<file path="src/rtl/s3_pkg.sv">
// Shared definitions for the S3 wake (exit) sequencer: state encoding,
// retention-RAM context addresses and default timing parameters.
package s3_pkg;

  typedef enum logic [2:0] {
    ST_RUN     = 3'd0,
    ST_SLEEP   = 3'd1,
    ST_PWR_UP  = 3'd2,
    ST_RESTORE = 3'd3,
    ST_ISO_REL = 3'd4,
    ST_RST_REL = 3'd5,
    ST_CLK_EN  = 3'd6,
    ST_ERROR   = 3'd7
  } state_t;

  localparam logic [1:0] CTX_ADDR_RESULT = 2'd0;
  localparam logic [1:0] CTX_ADDR_A      = 2'd1;
  localparam logic [1:0] CTX_ADDR_B      = 2'd2;
  localparam logic [1:0] CTX_ADDR_OPCODE = 2'd3;

  localparam int unsigned DEF_PWR_SETTLE = 4;
  localparam int unsigned DEF_RST_HOLD   = 2;
  localparam int unsigned DEF_PG_TIMEOUT = 16;

endpackage

</file>
<file path="src/rtl/s3_cycle_timer.sv">
// Loadable down-counter; done is high while the count sits at zero.
module s3_cycle_timer #(
  parameter int unsigned W = 5
) (
  input  logic         clk,
  input  logic         reset,
  input  logic         load,
  input  logic [W-1:0] load_val,
  input  logic         en,
  output logic         done
);

  logic [W-1:0] count;

  always_ff @(posedge clk) begin
    if (!reset) begin
      count <= '0;
    end else if (load) begin
      count <= load_val;
    end else if (en && (count != '0)) begin
      count <= count - 1'b1;
    end
  end

  assign done = (count == '0);

endmodule

</file>
<file path="src/rtl/s3_wake_sequencer.sv">
// S3 exit sequencer: rail on, settle, context restore, isolation/reset release, clock ungate.
// Optional macro RESTORE_TIMEOUT_EN adds a per-word rd_ack timeout in RESTORE.
module s3_wake_sequencer
  import s3_pkg::*;
#(
  parameter int unsigned PWR_SETTLE = DEF_PWR_SETTLE,
  parameter int unsigned RST_HOLD   = DEF_RST_HOLD,
  parameter int unsigned PG_TIMEOUT = DEF_PG_TIMEOUT
) (
  input  logic       clk,
  input  logic       reset,
  input  logic       sleep_entered,
  input  logic       wake_req,
  input  logic       pwr_good,
  output logic       rd_req,
  output logic [1:0] rd_addr,
  input  logic       rd_ack,
  input  logic [3:0] rd_data,
  output logic [3:0] restored_result,
  output logic [3:0] restored_a,
  output logic [3:0] restored_b,
  output logic [1:0] restored_opcode,
  output logic       pwr_on,
  output logic       isolation,
  output logic       reset_assert,
  output logic       clk_gate,
  output logic       wake_done,
  output logic       wake_err,
  output logic [2:0] state
);

  localparam int unsigned TMAX = (PG_TIMEOUT > PWR_SETTLE) ? PG_TIMEOUT : PWR_SETTLE;
  localparam int unsigned TW   = $clog2(TMAX + 1);

  state_t        state_q;
  logic          armed;
  logic          ack_ok;
  logic          settle_load, settle_en, settle_done;
  logic          tmo_load, tmo_en, tmo_done;
  logic [TW-1:0] settle_val, tmo_val;

  // First cycle of each word ignores rd_ack, so every word spans at least two cycles.
  assign ack_ok = rd_req & armed & rd_ack;
  assign state  = state_q;

  // Settle timer doubles as the reset-hold timer; timeout timer guards PWR_UP.
  always_comb begin
    settle_load = 1'b0;
    settle_en   = 1'b0;
    settle_val  = '0;
    tmo_load    = 1'b0;
    tmo_en      = 1'b0;
    tmo_val     = '0;
    case (state_q)
      ST_SLEEP: begin
        if (wake_req) begin
          settle_load = 1'b1;
          settle_val  = TW'(PWR_SETTLE);
          tmo_load    = 1'b1;
          tmo_val     = TW'(PG_TIMEOUT);
        end
      end
      ST_PWR_UP: begin
        if (!pwr_good) begin
          settle_load = 1'b1;
          settle_val  = TW'(PWR_SETTLE);
        end else begin
          settle_en = 1'b1;
        end
        tmo_en = 1'b1;
`ifdef RESTORE_TIMEOUT_EN
        if (settle_done) begin
          tmo_load = 1'b1;
          tmo_val  = TW'(PG_TIMEOUT - 1);
        end
`endif
      end
`ifdef RESTORE_TIMEOUT_EN
      ST_RESTORE: begin
        if (ack_ok) begin
          tmo_load = 1'b1;
          tmo_val  = TW'(PG_TIMEOUT - 1);
        end else begin
          tmo_en = 1'b1;
        end
      end
`endif
      ST_ISO_REL: begin
        settle_load = 1'b1;
        settle_val  = TW'(RST_HOLD - 1);
      end
      ST_RST_REL: settle_en = 1'b1;
      default: ;
    endcase
  end

  s3_cycle_timer #(.W(TW)) u_settle (
    .clk      (clk),
    .reset    (reset),
    .load     (settle_load),
    .load_val (settle_val),
    .en       (settle_en),
    .done     (settle_done)
  );

  s3_cycle_timer #(.W(TW)) u_timeout (
    .clk      (clk),
    .reset    (reset),
    .load     (tmo_load),
    .load_val (tmo_val),
    .en       (tmo_en),
    .done     (tmo_done)
  );

  always_ff @(posedge clk) begin
    if (!reset) begin
      state_q         <= ST_RUN;
      pwr_on          <= 1'b1;
      isolation       <= 1'b1;
      reset_assert    <= 1'b0;
      clk_gate        <= 1'b0;
      rd_req          <= 1'b0;
      rd_addr         <= CTX_ADDR_RESULT;
      armed           <= 1'b0;
      restored_result <= '0;
      restored_a      <= '0;
      restored_b      <= '0;
      restored_opcode <= '0;
      wake_done       <= 1'b0;
      wake_err        <= 1'b0;
    end else begin
      wake_done <= 1'b0;
      case (state_q)
        ST_RUN: begin
          if (sleep_entered) begin
            state_q      <= ST_SLEEP;
            pwr_on       <= 1'b0;
            isolation    <= 1'b0;
            reset_assert <= 1'b1;
            clk_gate     <= 1'b1;
          end
        end
        ST_SLEEP: begin
          if (wake_req) begin
            state_q <= ST_PWR_UP;
            pwr_on  <= 1'b1;
          end
        end
        ST_PWR_UP: begin
          if (settle_done) begin
            state_q <= ST_RESTORE;
            rd_addr <= CTX_ADDR_RESULT;
            rd_req  <= 1'b1;
            armed   <= 1'b0;
          end else if (tmo_done) begin
            state_q  <= ST_ERROR;
            pwr_on   <= 1'b0;
            wake_err <= 1'b1;
          end
        end
        ST_RESTORE: begin
          armed <= 1'b1;
          if (ack_ok) begin
            case (rd_addr)
              CTX_ADDR_RESULT: restored_result <= rd_data;
              CTX_ADDR_A:      restored_a      <= rd_data;
              CTX_ADDR_B:      restored_b      <= rd_data;
              default:         restored_opcode <= rd_data[1:0];
            endcase
            if (rd_addr == CTX_ADDR_OPCODE) begin
              rd_req  <= 1'b0;
              state_q <= ST_ISO_REL;
            end else begin
              rd_addr <= rd_addr + 2'd1;
              armed   <= 1'b0;
            end
          end
`ifdef RESTORE_TIMEOUT_EN
          else if (tmo_done) begin
            rd_req   <= 1'b0;
            state_q  <= ST_ERROR;
            pwr_on   <= 1'b0;
            wake_err <= 1'b1;
          end
`endif
        end
        ST_ISO_REL: begin
          isolation <= 1'b1;
          state_q   <= ST_RST_REL;
        end
        ST_RST_REL: begin
          if (settle_done) begin
            reset_assert <= 1'b0;
            state_q      <= ST_CLK_EN;
          end
        end
        ST_CLK_EN: begin
          clk_gate  <= 1'b0;
          wake_done <= 1'b1;
          state_q   <= ST_RUN;
        end
        ST_ERROR: begin
          pwr_on       <= 1'b0;
          isolation    <= 1'b0;
          reset_assert <= 1'b1;
          clk_gate     <= 1'b1;
          wake_err     <= 1'b1;
          if (!wake_req) begin
            state_q  <= ST_SLEEP;
            wake_err <= 1'b0;
          end
        end
        default: state_q <= ST_RUN;
      endcase
    end
  end

endmodule

</file>
<file path="config.mk">
export PLATFORM = sky130hd
export DESIGN_NAME = s3_wake_sequencer
export DESIGN_NICKNAME = d
export VERILOG_FILES = /design/src/rtl/s3_pkg.sv /design/src/rtl/s3_cycle_timer.sv /design/src/rtl/s3_wake_sequencer.sv
export SDC_FILE = /design/constraint.sdc
export NUM_CORES = 1
export LEC_CHECK = 0
export ABC_AREA = 1
export BUFFER_PORTS_ARGS = -buffer_cell sky130_fd_sc_hd__buf_4
export CAP_MARGIN = 20
export CORE_ASPECT_RATIO = 1.25
export CORE_MARGIN = 1
export CORE_UTILIZATION = 48
export CTS_BUF_LIST = sky130_fd_sc_hd__clkbuf_4
export DETAILED_ROUTE_END_ITERATION = 16
export GPL_ROUTABILITY_DRIVEN = 0
export PLACE_DENSITY = 0.71
export SETUP_SLACK_MARGIN = 0.02
export SYNTH_ARGS = -nofsm -noshare
export SYNTH_HDL_FRONTEND = slang
export SYNTH_SLANG_ARGS = --single-unit
</file>
<file path="constraint.sdc">
create_clock -name clk -period 1.8 [get_ports clk]
set_input_delay 0.36 -clock clk [delete_from_list [all_inputs] [get_ports clk]]
set_output_delay 0.36 -clock clk [all_outputs]
set_load 0.1 [all_outputs]
</file>
==> qor.txt <==
Hold crit path type: primary input to flop
Simple-gate share of the synthesized area: 32.48%
Clk_lat worst skew: 0.34 ns
Min Tclk post-route: 1.555 ns
Post-Synth XOR/XNOR Area: 1.457%
Slowest CP cell: dfxtp_1
Worst reg2reg setup slack: 0.24 ns
Mux contribution to synthesized area: 0%
RSZ-0062 raised after global routing: no
CTS tree: done
Die width: 56.82 µm
Gr busiest metal: met2
CP max stage delay: 0.35 ns
Filler cells: 347
Total track usage: 22.16%
# port buffers: 35
Iter 0 DRT Violations: 31
H-tree Lvls: 2
DRT Pass-1 Iters: 6
Remaining DRCs: 0
Status: finished, final reports clean
Crit path kind: flop to flop
Register Area: 748.2 µm²
Final Skew: 0.008684 ns
Pre-CTS setup slack: 0.2856 ns
Core area: 3543 µm²
Synth Area in Adders: 4.858%
Post-synthesis cell type count: 27
Area of the multi-input gates: 910.9 µm²
Worst VDD drop: 0.0005162 V
Leakage: 1.011 nW
Die area: 4007 µm²
Synth Area per Inst: 7.126 µm²
Nets: 308
Met3 usage: 5.370%
IO Count: 36
Yosys reg bits: 37
Final Hold Violating Endpoints: 0
Total negative slack: 0 ns
Share of post-route cells with drive strength above 1: 20.89%
Tightest Pin Transition: 0.3049 ns
Initial antenna violation count: 0
Final core area utilization: 60.77%
Startpoint Class: flop
GRT Residual Overflow: 0
CTS Root Cell: clkbuf_4
Post-DRT Antenna Nets: 0
Fmax: 0.6431 GHz
YS warnings: 0
Vias/cell: 5.148
Largest net degree at the start of global routing: 27
Post-route worst setup slack: 0.2450 ns
Starting density of the core: 50.88%
Rows: 24
Compound-cell area share of the yosys netlist: 11.73%
CTS Buffer Depth: 2
Worst hold slack: 0.2585 ns
Hold bufs inserted after CTS: 0
Post-CTS Repair Setup Buffers: 0
First-pass GRT wire length: 6796 µm
Diode count: 0
WL final: 4054 µm
Final setup fails: 0
Worst path cell trace: inv_1 > ha_1 > nand3_1 > nor2_1 > inv_1 > a21oi_2 > nand2_1 > a21oi_2
Critical Path RT: 2.07 ns
Wire per inst: 12.25 µm
Critical path endpoint category: flop
Post-route clock period utilization: 86.39%
Post-synthesis sequential area ratio: 41.08%
Relative slew slack: 79.51%
CP Data Arrival Time: 1.83 ns
Num CTS Buffers: 5
Pwr dens: 1221 nW/µm²
HPWL after DPL: 3022 µm
Slew Limit Fails: 0
Die height: 70.52 µm
Post-Syn Nets: 270
Cell count after synthesis: 253
CTS Sinks: 37
PostCTS Resize Cnt: 0
Growth of design area from synthesis to finish: 19.43%
Total number of vias: 1,704
Vias in the first global route: 1,571
CP Buf/Inv Count: 2
Max-cap violations: 0
Main combinational cell family by area after synthesis: simple AND/OR/NAND/NOR gates
Crit-path max FO: 6
GR met2 Demand/Resource: 39.81%
Kind of cell adding the most delay to the critical path: simple AND/OR/NAND/NOR gates
Synthesized area: 1803 µm²
Clock-pin slew on the worst setup and hold paths: 0.11 ns
M1 GR Usage: 25.17%
## power breakdown
| group | internal [W] | switching, W | total [W] |
|---|---|---|---|
| logic | 0.000314 | 0.000844 | 0.00116 |
| registers | 0.000918 | 0.000112 | 0.00103 |
| clock network | 0.000164 | 0.000276 | 0.000440 |
## stage by stage
step                power, W  instance area (µm²)  cells
finish              0.002629                 2153    331
floorplan           0.001967                 1810    253
global route        0.002800                 2153    331
detailed placement  0.002201                 2098    323
global placement    0.002198                 2098    323
CTS                 0.002641                 2153    331
## layout by cell type, fill, tap and decap left out, types with 2 or more instances in the layout
cell / count
a21oi_1: 24
a21oi_2: 2
buf_4: 36
clkbuf_4: 6
clkinv_2: 2
dfxtp_1: 31
dfxtp_2: 6
ha_1: 7
inv_1: 27
inv_2: 4
nand2_1: 68
nand3_1: 32
nand3b_1: 2
nor2_1: 19
nor3_1: 4
o21ai_0: 9
xor2_1: 3
## routing by layer
metal | vias to the layer above | wire length, µm
met5 | - | 0
met4 | 0 | 60
met3 | 5 | 136
met2 | 26 | 2059
met1 | 783 | 1797
li1 | 890 | -
## flip-flops by register name (all words and copies together), names as in the netlist, 2 cells and up
name             count
state                3
u_settle.count       5
rd_addr              2
u_timeout.count      5
restored_opcode      2
restored_b           4
restored_result      4
restored_a           4
## synth_stat cells
master / number / area share (%)
a21oi_1: 24 / 6.7
nand3b_1: 2 / 0.83
clkbuf_1: 2 / 0.42
xor2_1: 3 / 1.5
inv_2: 4 / 0.83
nand2_1: 68 / 14
a21oi_2: 2 / 0.97
nor2_8: 1 / 1.1
a31oi_1: 1 / 0.35
clkinv_1: 1 / 0.21
buf_6: 1 / 0.62
o31ai_1: 1 / 0.42
nor3_1: 4 / 1.1
ha_1: 7 / 4.9
buf_2: 1 / 0.28
nor2_4: 1 / 0.62
nand3b_4: 1 / 1.1
nand2_2: 1 / 0.35
nor2_1: 19 / 4.0
o21ai_0: 9 / 2.5
dfxtp_1: 37 / 41
nor2_2: 1 / 0.35
inv_1: 27 / 5.6
nand3_1: 32 / 8.9
buf_4: 1 / 0.42
o21bai_1: 1 / 0.42
a211oi_1: 1 / 0.42
## final timing paths
check	startpoint	end	cells past startpoint
worst max-delay path	u_settle.count[0]	rd_addr[1]	8
worst min register to register	u_settle.count[4]	u_settle.count[4]	2
worst max register to register	u_settle.count[0]	rd_addr[1]	8
worst min-delay path	reset	isolation	2
## cell families after synthesis
logic type	Yosys count
adder cells (fa/ha/maj)	7
XOR/XNOR	3
buffers and inverters	37
flip-flops	37
AO/OA/AOI/OAI	39
AND/OR/NAND/NOR	130
## layout make-up
cell class	instances	share of cell area (%)
inverter	32	5.578
multi-input combinational	179	42.30
clock inverter	2	0.4648
clock buffer	6	2.092
sequential	37	34.75
tap	39	2.266
timing repair buffer	36	12.55
## worst reg2reg max path: stages (launching register included)
cell	delay (ns)
dfxtp_1	0.35
inv_1	0.06
ha_1	0.19
nand3_1	0.19
nor2_1	0.24
inv_1	0.11
a21oi_2	0.15
nand2_1	0.08
a21oi_2	0.11
(Power assumes the default switching activity.)
